==> config.mk <==
export PLATFORM = sky130hd
export DESIGN_NAME = i2s_rx_sequencer
export DESIGN_NICKNAME = d
export VERILOG_FILES = /design/src/rtl/i2s_pkg.sv /design/src/rtl/i2s_sample_fifo.sv /design/src/rtl/i2s_rx_sequencer.sv
export SDC_FILE = /design/constraint.sdc
export NUM_CORES = 1
export LEC_CHECK = 0
export BUFFER_PORTS_ARGS = -buffer_cell sky130_fd_sc_hd__buf_2
export CAP_MARGIN = 20
export CORE_MARGIN = 10
export CORE_UTILIZATION = 60
export DETAILED_ROUTE_END_ITERATION = 8
export PLACE_DENSITY = 0.89
export REMOVE_ABC_BUFFERS = 1
export SLEW_MARGIN = 20
export SYNTH_ARGS = -nofsm -noshare
export SYNTH_HDL_FRONTEND = slang
export SYNTH_HIERARCHICAL = 1
export SYNTH_SLANG_ARGS = --single-unit
==> constraint.sdc <==
create_clock -name clk -period 2.8 [get_ports clk]
set_input_delay 0.14 -clock clk [delete_from_list [all_inputs] [get_ports clk]]
set_output_delay 0.14 -clock clk [all_outputs]
set_load 0.02 [all_outputs]
==> src/rtl/i2s_pkg.sv <==
// Shared definitions for the I2S receive sequencer: capture FSM states,
// default slot geometry and the ready-synchroniser depth.
package i2s_pkg;

    typedef enum logic [1:0] {
        ST_SYNC    = 2'd0,
        ST_DELAY   = 2'd1,
        ST_CAPTURE = 2'd2,
        ST_PAD     = 2'd3
    } rx_state_e;

    localparam int DEF_SAMPLE_WIDTH = 24;
    localparam int DEF_SLOT_WIDTH   = 32;
    localparam int SYNC_STAGES      = 2;

    // Counter width that stays legal for a modulus of 1.
    function automatic int cnt_width(input int n);
        return (n > 1) ? $clog2(n) : 1;
    endfunction

endpackage

==> src/rtl/i2s_sample_fifo.sv <==
// Synchronous sample FIFO. A push and a pop in the same cycle both take
// effect, including when full; a pop while empty is ignored.
module i2s_sample_fifo
    import i2s_pkg::*;
#(
    parameter int WIDTH = DEF_SAMPLE_WIDTH,
    parameter int DEPTH = 4
) (
    input  logic                     clk,
    input  logic                     rst,
    input  logic                     push,
    input  logic                     pop,
    input  logic [WIDTH-1:0]         wdata,
    output logic [WIDTH-1:0]         head,
    output logic [$clog2(DEPTH):0]   level,
    output logic                     full,
    output logic                     empty
);

    localparam int AW = $clog2(DEPTH);

    logic [WIDTH-1:0] mem_q [DEPTH];
    logic [AW-1:0]    wr_ptr_q, wr_ptr_d;
    logic [AW-1:0]    rd_ptr_q, rd_ptr_d;
    logic [AW:0]      level_q, level_d;
    logic             do_push, do_pop;

    always_comb begin
        empty   = (level_q == '0);
        full    = (level_q == (AW+1)'(DEPTH));
        do_pop  = pop && !empty;
        // A pop in the same cycle frees the slot the push needs.
        do_push = push && (!full || do_pop);

        wr_ptr_d = do_push ? wr_ptr_q + AW'(1) : wr_ptr_q;
        rd_ptr_d = do_pop  ? rd_ptr_q + AW'(1) : rd_ptr_q;
        level_d  = level_q + (AW+1)'(do_push) - (AW+1)'(do_pop);
    end

    always_ff @(posedge clk) begin
        if (rst) begin
            wr_ptr_q <= '0;
            rd_ptr_q <= '0;
            level_q  <= '0;
        end else begin
            wr_ptr_q <= wr_ptr_d;
            rd_ptr_q <= rd_ptr_d;
            level_q  <= level_d;
        end
    end

    always_ff @(posedge clk) begin
        if (do_push) begin
            mem_q[wr_ptr_q] <= wdata;
        end
    end

    assign head  = mem_q[rd_ptr_q];
    assign level = level_q;

endmodule

==> src/rtl/i2s_rx_sequencer.sv <==
// Master-mode I2S receive sequencer: bclk/lrclk generation, slot-aligned
// capture into a sample FIFO, ready-handshaked readout. Optional macro
// I2S_RX_CHANNEL_TAG_EN stores the capture channel and exposes data_right.
module i2s_rx_sequencer
    import i2s_pkg::*;
#(
    parameter int SAMPLE_WIDTH  = DEF_SAMPLE_WIDTH,
    parameter int SLOT_WIDTH    = DEF_SLOT_WIDTH,
    parameter int CLK_DIV       = 2,
    parameter int FIFO_DEPTH    = 4,
    parameter int IRQ_THRESHOLD = 1
) (
    input  logic                    clk,
    input  logic                    rst,
    input  logic                    serial,
    input  logic                    ready,
    output logic                    bclk,
    output logic                    lrclk,
    output logic                    rpi_interrupt,
    output logic [SAMPLE_WIDTH-1:0] data,
    output logic                    overflow
`ifdef I2S_RX_CHANNEL_TAG_EN
    ,
    output logic                    data_right
`endif
);

    localparam int DIV_W = cnt_width(CLK_DIV);
    localparam int CNT_W = cnt_width(SLOT_WIDTH);
    localparam int LVL_W = $clog2(FIFO_DEPTH) + 1;
`ifdef I2S_RX_CHANNEL_TAG_EN
    localparam int FIFO_W = SAMPLE_WIDTH + 1;
`else
    localparam int FIFO_W = SAMPLE_WIDTH;
`endif

    logic [DIV_W-1:0]        div_q, div_d;
    logic                    bclk_q, bclk_d;
    logic                    lrclk_q, lrclk_d;
    logic [CNT_W-1:0]        cnt_q, cnt_d;
    rx_state_e               state_q, state_d;
    logic [SAMPLE_WIDTH-1:0] shreg_q, shreg_d;
    logic                    push_q, push_d;
    logic [SYNC_STAGES-1:0]  sync_q, sync_d;
    logic                    ready_prev_q, ready_prev_d;
    logic                    ovf_q, ovf_d;
    logic                    irq_q, irq_d;
    logic [SAMPLE_WIDTH-1:0] data_q, data_d;

    logic                    div_tc, sample_stb, shift_stb, cnt_last;
    logic                    cap_en, cap_last, pop;
    logic [FIFO_W-1:0]       fifo_wdata, fifo_head;
    logic [LVL_W-1:0]        fifo_level;
    logic                    fifo_full, fifo_empty;

    // bclk rises on one terminal count and falls on the next; the rising
    // edge samples serial, the falling edge advances the slot position.
    always_comb begin
        div_tc     = (div_q == DIV_W'(CLK_DIV - 1));
        div_d      = div_tc ? '0 : div_q + DIV_W'(1);
        bclk_d     = bclk_q ^ div_tc;
        sample_stb = div_tc && !bclk_q;
        shift_stb  = div_tc && bclk_q;

        cnt_last = (cnt_q == CNT_W'(SLOT_WIDTH - 1));
        cnt_d    = cnt_q;
        if (shift_stb) begin
            cnt_d = cnt_last ? '0 : cnt_q + CNT_W'(1);
        end
        lrclk_d = lrclk_q ^ (shift_stb && cnt_last);
    end

    always_ff @(posedge clk) begin
        if (rst) begin
            state_q <= ST_SYNC;
        end else begin
            state_q <= state_d;
        end
    end

    // Transitions are taken on the sample strobe of the last bit before the
    // state's bit range starts, so DELAY always sees bit 0 of a slot.
    always_comb begin
        state_d = state_q;
        if (sample_stb) begin
            case (state_q)
                ST_SYNC: begin
                    if (cnt_last && lrclk_q) begin
                        state_d = ST_DELAY;
                    end
                end
                ST_DELAY: state_d = ST_CAPTURE;
                ST_CAPTURE: begin
                    if (cnt_q == CNT_W'(SAMPLE_WIDTH)) begin
                        state_d = cnt_last ? ST_DELAY : ST_PAD;
                    end
                end
                ST_PAD: begin
                    if (cnt_last) begin
                        state_d = ST_DELAY;
                    end
                end
                default: state_d = ST_SYNC;
            endcase
        end
    end

    always_comb begin
        cap_en   = sample_stb && (state_q == ST_CAPTURE);
        cap_last = cap_en && (cnt_q == CNT_W'(SAMPLE_WIDTH));
    end

    always_comb begin
        shreg_d = cap_en ? {shreg_q[SAMPLE_WIDTH-2:0], serial} : shreg_q;
        push_d  = cap_last;

        sync_d       = {sync_q[SYNC_STAGES-2:0], ready};
        ready_prev_d = sync_q[SYNC_STAGES-1];
        pop          = sync_q[SYNC_STAGES-1] && !ready_prev_q;

        ovf_d  = ovf_q || (push_q && fifo_full && !pop);
        irq_d  = (fifo_level >= LVL_W'(IRQ_THRESHOLD));
        data_d = fifo_empty ? data_q : fifo_head[SAMPLE_WIDTH-1:0];
    end

    always_ff @(posedge clk) begin
        if (rst) begin
            div_q        <= '0;
            bclk_q       <= 1'b0;
            lrclk_q      <= 1'b0;
            cnt_q        <= '0;
            push_q       <= 1'b0;
            sync_q       <= '0;
            ready_prev_q <= 1'b0;
            ovf_q        <= 1'b0;
            irq_q        <= 1'b0;
            data_q       <= '0;
        end else begin
            div_q        <= div_d;
            bclk_q       <= bclk_d;
            lrclk_q      <= lrclk_d;
            cnt_q        <= cnt_d;
            push_q       <= push_d;
            sync_q       <= sync_d;
            ready_prev_q <= ready_prev_d;
            ovf_q        <= ovf_d;
            irq_q        <= irq_d;
            data_q       <= data_d;
        end
    end

    // The shift register is fully rewritten before every push.
    always_ff @(posedge clk) begin
        shreg_q <= shreg_d;
    end

`ifdef I2S_RX_CHANNEL_TAG_EN
    logic tag_q, tag_d;
    logic right_q, right_d;

    always_comb begin
        tag_d      = cap_last ? lrclk_q : tag_q;
        right_d    = fifo_empty ? right_q : fifo_head[SAMPLE_WIDTH];
        fifo_wdata = {tag_q, shreg_q};
    end

    always_ff @(posedge clk) begin
        tag_q <= tag_d;
        if (rst) begin
            right_q <= 1'b0;
        end else begin
            right_q <= right_d;
        end
    end

    assign data_right = right_q;
`else
    always_comb begin
        fifo_wdata = shreg_q;
    end
`endif

    i2s_sample_fifo #(
        .WIDTH (FIFO_W),
        .DEPTH (FIFO_DEPTH)
    ) u_fifo (
        .clk   (clk),
        .rst   (rst),
        .push  (push_q),
        .pop   (pop),
        .wdata (fifo_wdata),
        .head  (fifo_head),
        .level (fifo_level),
        .full  (fifo_full),
        .empty (fifo_empty)
    );

    assign bclk          = bclk_q;
    assign lrclk         = lrclk_q;
    assign rpi_interrupt = irq_q;
    assign data          = data_q;
    assign overflow      = ovf_q;

endmodule

==> impl_results.rst <==
.. list-table::
   :header-rows: 1

   * - Metric
     - Value
   * - Run status
     - complete, no violations
   * - Diode count
     - 0
   * - DRC violation total after the first TritonRoute iteration
     - 297
   * - Data arrival time of the worst path
     - 2.77 ns
   * - Total of flip-flops plus latches after synthesis
     - 169
   * - Drt drc
     - 0
   * - Total negative slack for setup checks
     - 0 ns
   * - Placeable core region
     - 10400 um^2
   * - Chip Height
     - 123 um
   * - Final routed wire length divided by cell count
     - 22.0 um
   * - Max Clk Rate
     - 420 MHz
   * - Post-Place Setup Slack
     - 0.493 ns
   * - Number of buffers inserted to repair setup after CTS
     - 0
   * - CTS max path bufs
     - 2
   * - Area growth, synth to finish
     - 13.4%
   * - Tightest hold margin
     - 0.229 ns
   * - TritonCTS buffer count
     - 17
   * - Latest clock arrival within the worst-skew pair
     - 0.53 ns
   * - Startpoint type of the worst setup path
     - flop
   * - Sequential fraction of the synthesis area
     - 0.717
   * - FILL cells
     - 630
   * - Average vias per placed instance
     - 5.77
   * - Final-report hold violation count
     - 0
   * - Number of ports placed on the die boundary
     - 32
   * - Clk Tree Root Cell
     - clkbuf_8
   * - Antenna-violating nets left
     - 0
   * - H-Tree Depth
     - 4
   * - PostCTS Resize Cnt
     - 0
   * - Cells taking the most area after synthesis
     - edfxtp_1 56%, dfxtp_1 15%, mux4_1 7.8%
   * - Global router's overall resource usage
     - 0.169
   * - Final RePlAce weighted congestion
     - 0.719
   * - Nets@finish
     - 416
   * - Power density over the cells
     - 684 nW/um^2
   * - Initial antenna violation count
     - 0
   * - Peak fanout along the critical path
     - 7
   * - Total vias in the final route
     - 3143
   * - Fraction of registers with async set/reset
     - 0
   * - Number of rows created at floorplan
     - 37
   * - Minimum clock period after layout
     - 2.38 ns
   * - Synth Instances
     - 355
   * - Endpoint class of the critical path
     - flop
   * - Static leakage
     - 2.71 nW
   * - Number of global-route vias before repair
     - 3310
   * - Number of max-slew violations in the final report
     - 0
   * - Setup repair after global routing missed its margin
     - false
   * - Number of unique standard cell types used by synthesis
     - 42
   * - Remaining global-route overflow
     - 0
   * - Layout Skew
     - 0.0116 ns
   * - Total of max-cap violations
     - 0
   * - Cell type with the largest total area after synthesis
     - edfxtp_1
   * - Die Width
     - 123 um
   * - Tightest slew margin relative to the limit
     - 0.374
   * - Pin count of the biggest net entering global routing
     - 52
   * - Worst Hold Class
     - input pin to flop
   * - # clock sinks
     - 169
   * - Count of synthesis-stage warnings from yosys
     - 6
   * - Worst IR drop on VDD
     - 0.358 mV
   * - First-pass GRT wire length
     - 18.7 mm
   * - Post-synth EDFFs
     - 120
   * - Clock tree from TritonCTS
     - built
   * - Number of failing setup endpoints in the final timing report
     - 0
   * - Fraction of layout instances using a drive strength above 1
     - 0.205
   * - Number of buffers added to fix hold violations after cts
     - 2
   * - Measured slew at the worst slew-check pin
     - 0.938 ns
   * - Post-synth top flop
     - edfxtp_1
   * - CTS clk-pin slew, worst paths
     - 0.07 ns
   * - Top-area cell type share of the netlist area
     - 0.564
   * - Worst setup path class
     - flop to flop
   * - Post-synthesis instance area
     - 6390 um^2
   * - Synth Area per Inst
     - 18.0 um^2
   * - Full die area
     - 15200 um^2
   * - HPWL after DPL
     - 6.36 mm
   * - Final Routed Wirelength
     - 12.0 mm
   * - Final Cycle Share
     - 0.851
   * - Starting Density
     - 0.616
   * - Detailed-router iteration count before antenna repair
     - 4
   * - Worst path required time
     - 3.19 ns
   * - Number of buffers added on ports
     - 31
   * - Top-count cell post-synth
     - edfxtp_1
   * - Top cells by count, synth
     - 120 x edfxtp_1, 49 x dfxtp_1, 42 x nor2_1, 28 x mux2i_1, 19 x mux4_1
   * - Post-route worst setup slack
     - 0.418 ns
-- worst paths after layout --
| kind | start | end | slack [ns] | depth (start not counted) |
|---|---|---|---|---|
| max | u_fifo/level[1] | u_fifo/level[2] | 0.42 | 8 |
| min | rst | bclk | 0.23 | 2 |
| max reg2reg | u_fifo/level[1] | u_fifo/level[2] | 0.42 | 8 |
| min reg2reg | sync_q[0] | sync_q[1] | 0.44 | 1 |
-- worst max-delay path, cell delays in order (launching register included) --
cell,delay [ns]
dfxtp_1,0.42
o31ai_2,0.39
or2_1,0.20
a21bo_2,0.23
ha_1,0.18
fa_1,0.37
xnor2_1,0.23
xnor2_1,0.17
nor2_1,0.06
-- cell usage in the layout, fill, tap and decap left out, types with 3 or more instances in the layout --
master | synthesis | layout
buf_4 | 2 | 4
inv_6 | 0 | 4
nor2_1 | 42 | 42
mux2i_1 | 28 | 28
xor2_1 | 3 | 3
dfxtp_1 | 49 | 49
a21oi_1 | 4 | 4
nor2b_1 | 6 | 6
ha_1 | 15 | 15
nand2b_1 | 4 | 4
mux4_2 | 5 | 5
nand2_1 | 3 | 3
edfxtp_1 | 120 | 120
inv_1 | 10 | 10
clkbuf_16 | 0 | 16
buf_2 | 3 | 31
and2_2 | 4 | 4
mux4_1 | 19 | 19
-- kinds of logic (layout without fill, tap and decap cells) --
kind of cell / Yosys count / count (layout) / share of synthesized area
buf+inv: 25 / 79 / 0.0211
simple gates: 73 / 73 / 0.0605
xor+xnor: 5 / 5 / 0.00685
flops: 169 / 169 / 0.717
mux: 53 / 53 / 0.142
fa+ha+maj: 16 / 16 / 0.0325
compound gates: 14 / 14 / 0.0200
-- report_power, final --
part           internal, W  switching, W  leakage [nW]   total, W
combinational    0.0000137     0.0000244         0.958  0.0000381
sequential         0.00265    0.00000339          1.47    0.00265
clock              0.00130      0.000965         0.277    0.00227
total              0.00397      0.000993          2.71    0.00496
-- final cells by class --
type                    count  area, um^2  area share
flip-flops and latches    169        4580       0.632
multi-input cells         161        1680       0.231
clock buffers              20         435      0.0601
repair buffers             37         205      0.0283
well taps                 136         170      0.0235
clock inverters            12         138      0.0190
inverters                  10        37.5     0.00518
-- flip-flops by register name, summed over array words and instances (netlist names), 2 cells and up, named ones only --
signal	flops
u_fifo/mem_q	96
data	24
fifo_wdata	24
cnt_q	5
u_fifo/level	3
state_q	2
sync_q	2
u_fifo/rd_ptr_q	2
u_fifo/wr_ptr_q	2
-- routing by layer --
metal	part of all wire	GRT usage
met2	0.54	0.291
met3	0.048	0.0465
met4	0.022	0.0801
met1	0.39	0.190
met5	0	0
-- metrics by stage --
stage                util  total power, W  instance area (um^2)  instances
floorplan               -         0.00272                  6290        340
global placement    0.642         0.00274                  6660        511
detailed placement  0.642         0.00274                  6660        511
CTS                 0.699         0.00499                  7250        545
global route        0.699         0.00508                  7250        545
finish              0.699         0.00496                  7250        545
Power figures use the tool's default switching activity.
